===== config.mk =====
export PLATFORM = sky130hd
export DESIGN_NAME = csa_pipe
export DESIGN_NICKNAME = d
export VERILOG_FILES = /design/src/rtl/csa_pipe.sv
export SDC_FILE = /design/constraint.sdc
export NUM_CORES = 1
export LEC_CHECK = 0
export ABC_AREA = 1
export BUFFER_PORTS_ARGS = -buffer_cell sky130_fd_sc_hd__buf_4
export CAP_MARGIN = 5
export CORE_MARGIN = 8
export CORE_UTILIZATION = 40
export DETAILED_ROUTE_END_ITERATION = 6
export PLACE_DENSITY = 0.64
export SYNTH_ARGS = -nofsm -noshare
export SYNTH_HDL_FRONTEND = slang
export SYNTH_SLANG_ARGS = --single-unit
export TNS_END_PERCENT = 20

===== constraint.sdc =====
create_clock -name clk -period 3.4 [get_ports clk]
set_clock_uncertainty 0.1 [all_clocks]
set_input_delay 0.68 -clock clk [delete_from_list [all_inputs] [get_ports clk]]
set_output_delay 0.68 -clock clk [all_outputs]
set_load 0.03 [all_outputs]

===== src/rtl/csa_pipe.sv =====
// csa_pipe: two-stage pipelined carry-select adder/subtractor with valid/ready backpressure.
// Define CSA_OVF_EN to add the registered signed-overflow output ovf.
module csa_pipe #(
    parameter int WIDTH = 32,
    parameter int BLK   = 8
) (
    input  logic             clk,
    input  logic             rst,
    input  logic             in_valid,
    output logic             in_ready,
    input  logic [WIDTH-1:0] a,
    input  logic [WIDTH-1:0] b,
    input  logic             cin,
    input  logic             sub,
    output logic             out_valid,
    input  logic             out_ready,
    output logic [WIDTH-1:0] sum,
    output logic             cout
`ifdef CSA_OVF_EN
    ,
    output logic             ovf
`endif
);
    localparam int N = WIDTH / BLK;

    if (WIDTH % BLK != 0) begin : g_bad_width
        $error("csa_pipe: WIDTH must be a multiple of BLK");
    end

    logic [WIDTH-1:0]       bx;
    logic                   c0;
    logic [N-1:0][BLK:0]    p0, p1;
    logic [N-1:0][BLK:0]    r0, r1;
    logic                   c0_r;
    logic                   s1_valid;
    logic                   adv2;
    logic [WIDTH-1:0]       sum_n;
    logic                   cout_n;
    logic                   cc;
`ifdef CSA_OVF_EN
    logic                   a_msb, bx_msb;
`endif

    assign bx       = sub ? ~b : b;
    assign c0       = sub ? 1'b1 : cin;
    assign adv2     = !out_valid || out_ready;
    assign in_ready = !s1_valid || adv2;

    // Both conditional block sums, each carrying its own block carry-out in the MSB.
    always_comb begin
        p0 = '0;
        p1 = '0;
        for (int k = 0; k < N; k++) begin
            p0[k] = {1'b0, a[k*BLK +: BLK]} + {1'b0, bx[k*BLK +: BLK]};
            p1[k] = p0[k] + (BLK+1)'(1);
        end
    end

    // Select chain: each block's carry-in picks its precomputed pair.
    always_comb begin
        cc    = c0_r;
        sum_n = '0;
        for (int k = 0; k < N; k++) begin
            sum_n[k*BLK +: BLK] = cc ? r1[k][BLK-1:0] : r0[k][BLK-1:0];
            cc = cc ? r1[k][BLK] : r0[k][BLK];
        end
        cout_n = cc;
    end

    always_ff @(posedge clk) begin
        if (rst) begin
            s1_valid <= 1'b0;
            r0       <= '0;
            r1       <= '0;
            c0_r     <= 1'b0;
`ifdef CSA_OVF_EN
            a_msb    <= 1'b0;
            bx_msb   <= 1'b0;
`endif
        end else if (in_ready) begin
            s1_valid <= in_valid;
            if (in_valid) begin
                r0   <= p0;
                r1   <= p1;
                c0_r <= c0;
`ifdef CSA_OVF_EN
                a_msb  <= a[WIDTH-1];
                bx_msb <= bx[WIDTH-1];
`endif
            end
        end
    end

    always_ff @(posedge clk) begin
        if (rst) begin
            out_valid <= 1'b0;
            sum       <= '0;
            cout      <= 1'b0;
`ifdef CSA_OVF_EN
            ovf       <= 1'b0;
`endif
        end else if (adv2) begin
            out_valid <= s1_valid;
            if (s1_valid) begin
                sum  <= sum_n;
                cout <= cout_n;
`ifdef CSA_OVF_EN
                ovf  <= (a_msb == bx_msb) && (sum_n[WIDTH-1] != a_msb);
`endif
            end
        end
    end
endmodule


## Word level (Yosys, flattened, before mapping)

Index checks and enable logic that the tools add are counted.

- Bits in registers: 108
- Bits in latches: 0
- Bits in writable memories: 0
- Memory bits (read-only): 0
- Input port bits: 70
- Output and inout bits: 35
- Word-level logic and storage cells: 38
- Memories kept: 0

- Add/subtract/negate cells: 8
- Multiply operators: 0
- Div/mod/pow operators: 0
- Order comparisons: 0
- Equality and inequality tests: 0
- Shift-type cells: 0
- Muxes and demuxes: 10
- Bitwise logic cells: 1
- Reductions and logical operators: 6

Operator list:

| operator | number |
|---|---|
| adder 8 x 8 -> 9 bit | 4 |
| adder 9 x 1 -> 9 bit (second input constant) | 4 |
| two-way mux 32 bit | 1 |
| two-way mux 8 bit | 4 |
| inverter 32 bit | 1 |
| two-way mux 1 bit | 5 |
| AND reduction 2 bit | 2 |
| zero test 1 bit | 2 |
| logical OR 1 bit | 2 |

## Depth between registers and ports, before layout

- Word-level depth: 4
- Depth in mapped cells: 18
- Mapped depth without buffers: 16

## Worst setup path before layout

OpenSTA, ideal clock, no wires.

- Kind: input port to flip-flop
- Start point: input port sub
- End point: register r1[8] (netlist name)
- Setup time: 0.109 ns
- Arrival time: 2.915 ns
- Required time: 3.191 ns
- Setup slack: 0.276 ns
- Stages on the path: 17
- Path buffers: 2
- Path through: clkbuf_1 -> buf_2 -> xor2_1 -> ha_1 -> inv_1 -> fa_1 -> inv_1 -> ha_1 -> inv_1 -> nor2_1 -> nand3_1 -> nor2_1 -> nand2_1 -> nand2_1 -> nand3_1 -> nand2_1 -> inv_1

RTL lines:

| item | RTL line | source |
|---|---|---|
| start, declared | 14 | `input logic sub,` |
| end signal, assigned | 84 | `r1 <= p1;` |
| end, declared | 33 | `logic [N-1:0][BLK:0] r0, r1;` |

==> impl_metrics.yaml <==
setup_path:
  crit_path_end_kind: "flop"
  cp_max_fo: 19
  critPathTopFamily: "adder cells"
  worstSetupPathType: "in -> reg"
  critPathSlowestCell: "fa_1"
  path_cells: "buf_4 -> xor2_1 -> ha_1 -> inv_1 -> fa_1 -> inv_1 -> ha_1 -> inv_1 -> nor2_1 -> nand3_1 -> nor2_1 -> nand2_1 -> nand2_1 -> nand3_1 -> nand2_1 -> inv_1"
  crit_required_ps: 3560
  cp.arrival_ps: 2930
  crit_top_cell: "inv_1"
  cp-start-kind: "input port"
  worst-path-buf-inv: 5
  cpPeakStageDelay_ps: 450
  reg2reg_slack_ps: 1170
pwr:
  vdd_ir_drop_max_v: 0.000254
  power_switching_share: 0.343
  power_frac_comb: 0.324
  seq_power_share: 0.383
  power_switching_w: 0.00131
  fin_total_pwr_w: 0.00381
  p_per_area_mw_per_mm2: 464
  internal_power_w: 0.00250
  leakage_nw: 4.42
  clkPwrFrac: 0.292
synth:
  syn_area_per_cell_um2: 6.61
  ys_ff_latch: 108
  ys_seq_area_frac: 0.312
  yosys_warnings: 0
  synth_cell_types: 30
  syn-cell-area_mm2: 0.00692
  synth_nets: 1162
  synthCells: 1048
route:
  first_iter_violations: 295
  wl_met3_um: 711
  ant_nets: 0
  vias: 6445
  wirelength_um: 16200
  routed_via_density: 4.74
  drc: 0
  first_pass_iters: 5
  top_layer: "met4"
  wl_met1_um: 7740
  routedWlPerCell_um: 11.9
  dr_wl_met2_um: 7670
finish:
  layout_common_cells: "nand2_1 (281), inv_1 (173), buf_4 (111), dfxtp_1 (108), nor2_1 (82)"
  fin_nets: 1246
  syn2layout_area_growth_pct: 18.5
  fillers: 1807
  final_common_cell: "nand2_1"
  diodes: 0
  drive_above_1_share: 0.131
  layout.cells.non_filler: 1361
sta:
  worst_pin_slew_ps: 498
  finalSetupViolCount: 0
  setup_ws_ps: 628
  fin_crit_sh: 0.815
  finalHoldViolCount: 0
  whs_ps: 369
  maxSlewHeadroom: 0.667
  period_minus_slack_ps: 2770
  fin_setup_tns_ps: 0
  rsz0062_at_grt: "no"
  clock.fmax_mhz: 361
  slew_violations: 0
place:
  io_buffer_count: 104
  place_ws_ps: 236
  placed_cells: 1346
  dp_hpwl_um: 12200
  place_congestion: 0.827
clocking:
  clk_latency_ps: 350
  cts_hold_buf: 0
  clockBufferDepth: 2
  htreeDepth: 3
  cts_num_sinks: 108
  cts.repair.resized: 0
  postCtsSetupRepairBufs: 0
  tritoncts: "yes"
  ctsRootBufferMaster: "clkbuf_16"
  path_clk_slew_ps: 70
  numCtsBuffers: 9
grt:
  track_usage: 0.153
  grt_pass1_vias: 6129
  antenna_found_initial: 0
  grt_max_degree: 69
  overflow: 0
  grt_pass1_wl_um: 28100
die:
  std_cell_rows: 48
  die_w_um: 148
  die_area_mm2: 0.0218
  dieHeight_um: 148
  start_util: 0.405
  design.portCount: 105
  coreArea_mm2: 0.0171
outcome:
  outcome: "complete, no violations"
job:
  drv_cap: 0
worst_hold_path:
  hold_path.class: "reg -> reg"
==> metal layers <==
layer	track usage	vias up
li1	-	3491
met1	0.191	2851
met2	0.263	93
met3	0.0376	10
met4	0.0286	0
met5	0	-
==> cell families (layout without fill, tap and decap cells) <==
logic type	count (synthesis)	count (layout)	synth area share
AND/OR/NAND/NOR	468	468	0.280
buffers and inverters	222	310	0.126
AO/OA/AOI/OAI	159	159	0.139
flip-flops	108	108	0.312
XOR/XNOR	47	47	0.0594
adder cells (fa/ha/maj)	44	44	0.0838
==> worst min-delay path: stages, from the launching register on <==
cell	delay, ps
dfxtp_1	310
nand2_1	60
a21oi_1	60
==> sequential cells by signal, indices dropped and copies added, names as in the netlist <==
name and count:
cout 1, out_valid 1, sum 32, r1 36
r0 36, s1_valid 1, c0_r 1
==> per-stage QoR <==
step                      utilization  cell area [um^2]
final                           0.480              8210
after global routing            0.480              8210
after CTS                       0.480              8210
after detailed placement        0.461              7890
after global placement          0.461              7890
after floorplan                     -              6920
==> final cells by class <==
cell class | instances | area (um^2) | area share
inverters | 182 | 688 | 0.0838
multi-input cells | 718 | 3890 | 0.474
flip-flops and latches | 108 | 2160 | 0.263
repair buffers | 113 | 873 | 0.106
well taps | 225 | 282 | 0.0343
clock buffers | 10 | 229 | 0.0279
clock inverters | 5 | 85.1 | 0.0104
==> cells in the mapped netlist (all sizes together) <==
library cell    n  share of area
nand2         286           0.16
inv           182          0.099
dfxtp         108           0.31
nor2           86          0.048
nand3          77          0.056
o21ai          58          0.045
o211ai         49          0.054
xor2           43          0.054
ha             40          0.072
a21oi          39          0.028
clkbuf         21          0.011
buf            19          0.015
nand4          14          0.013
a31oi          12          0.011
fa              4          0.012
nand3b          4         0.0043
xnor2           4         0.0051
a211oi          1         0.0011
nor3            1        0.00072
==> power groups by stage <==
stage / registers (W) / logic (W) / clock network (W)
global route: 0.00148 / 0.00142 / 0.00120
finish: 0.00146 / 0.00123 / 0.00111
detailed placement: 0.00149 / 0.00124 / 0
global placement: 0.00148 / 0.00123 / 0
CTS: 0.00146 / 0.00125 / 0.00115
floorplan: 0.00153 / 0.000870 / 0
==> worst paths after layout <==
kind | cells past startpoint | start | to
worst max-delay path | 16 | sub | r1[8]$_SDFFE_PP0P_
worst min register to register | 2 | r1[18]$_SDFFE_PP0P_ | r1[18]$_SDFFE_PP0P_
worst max register to register | 10 | c0_r$_SDFFE_PP0P_ | sum[31]$_SDFFE_PP0P_
worst min-delay path | 2 | r1[18]$_SDFFE_PP0P_ | r1[18]$_SDFFE_PP0P_
(Power assumes the default switching activity.)
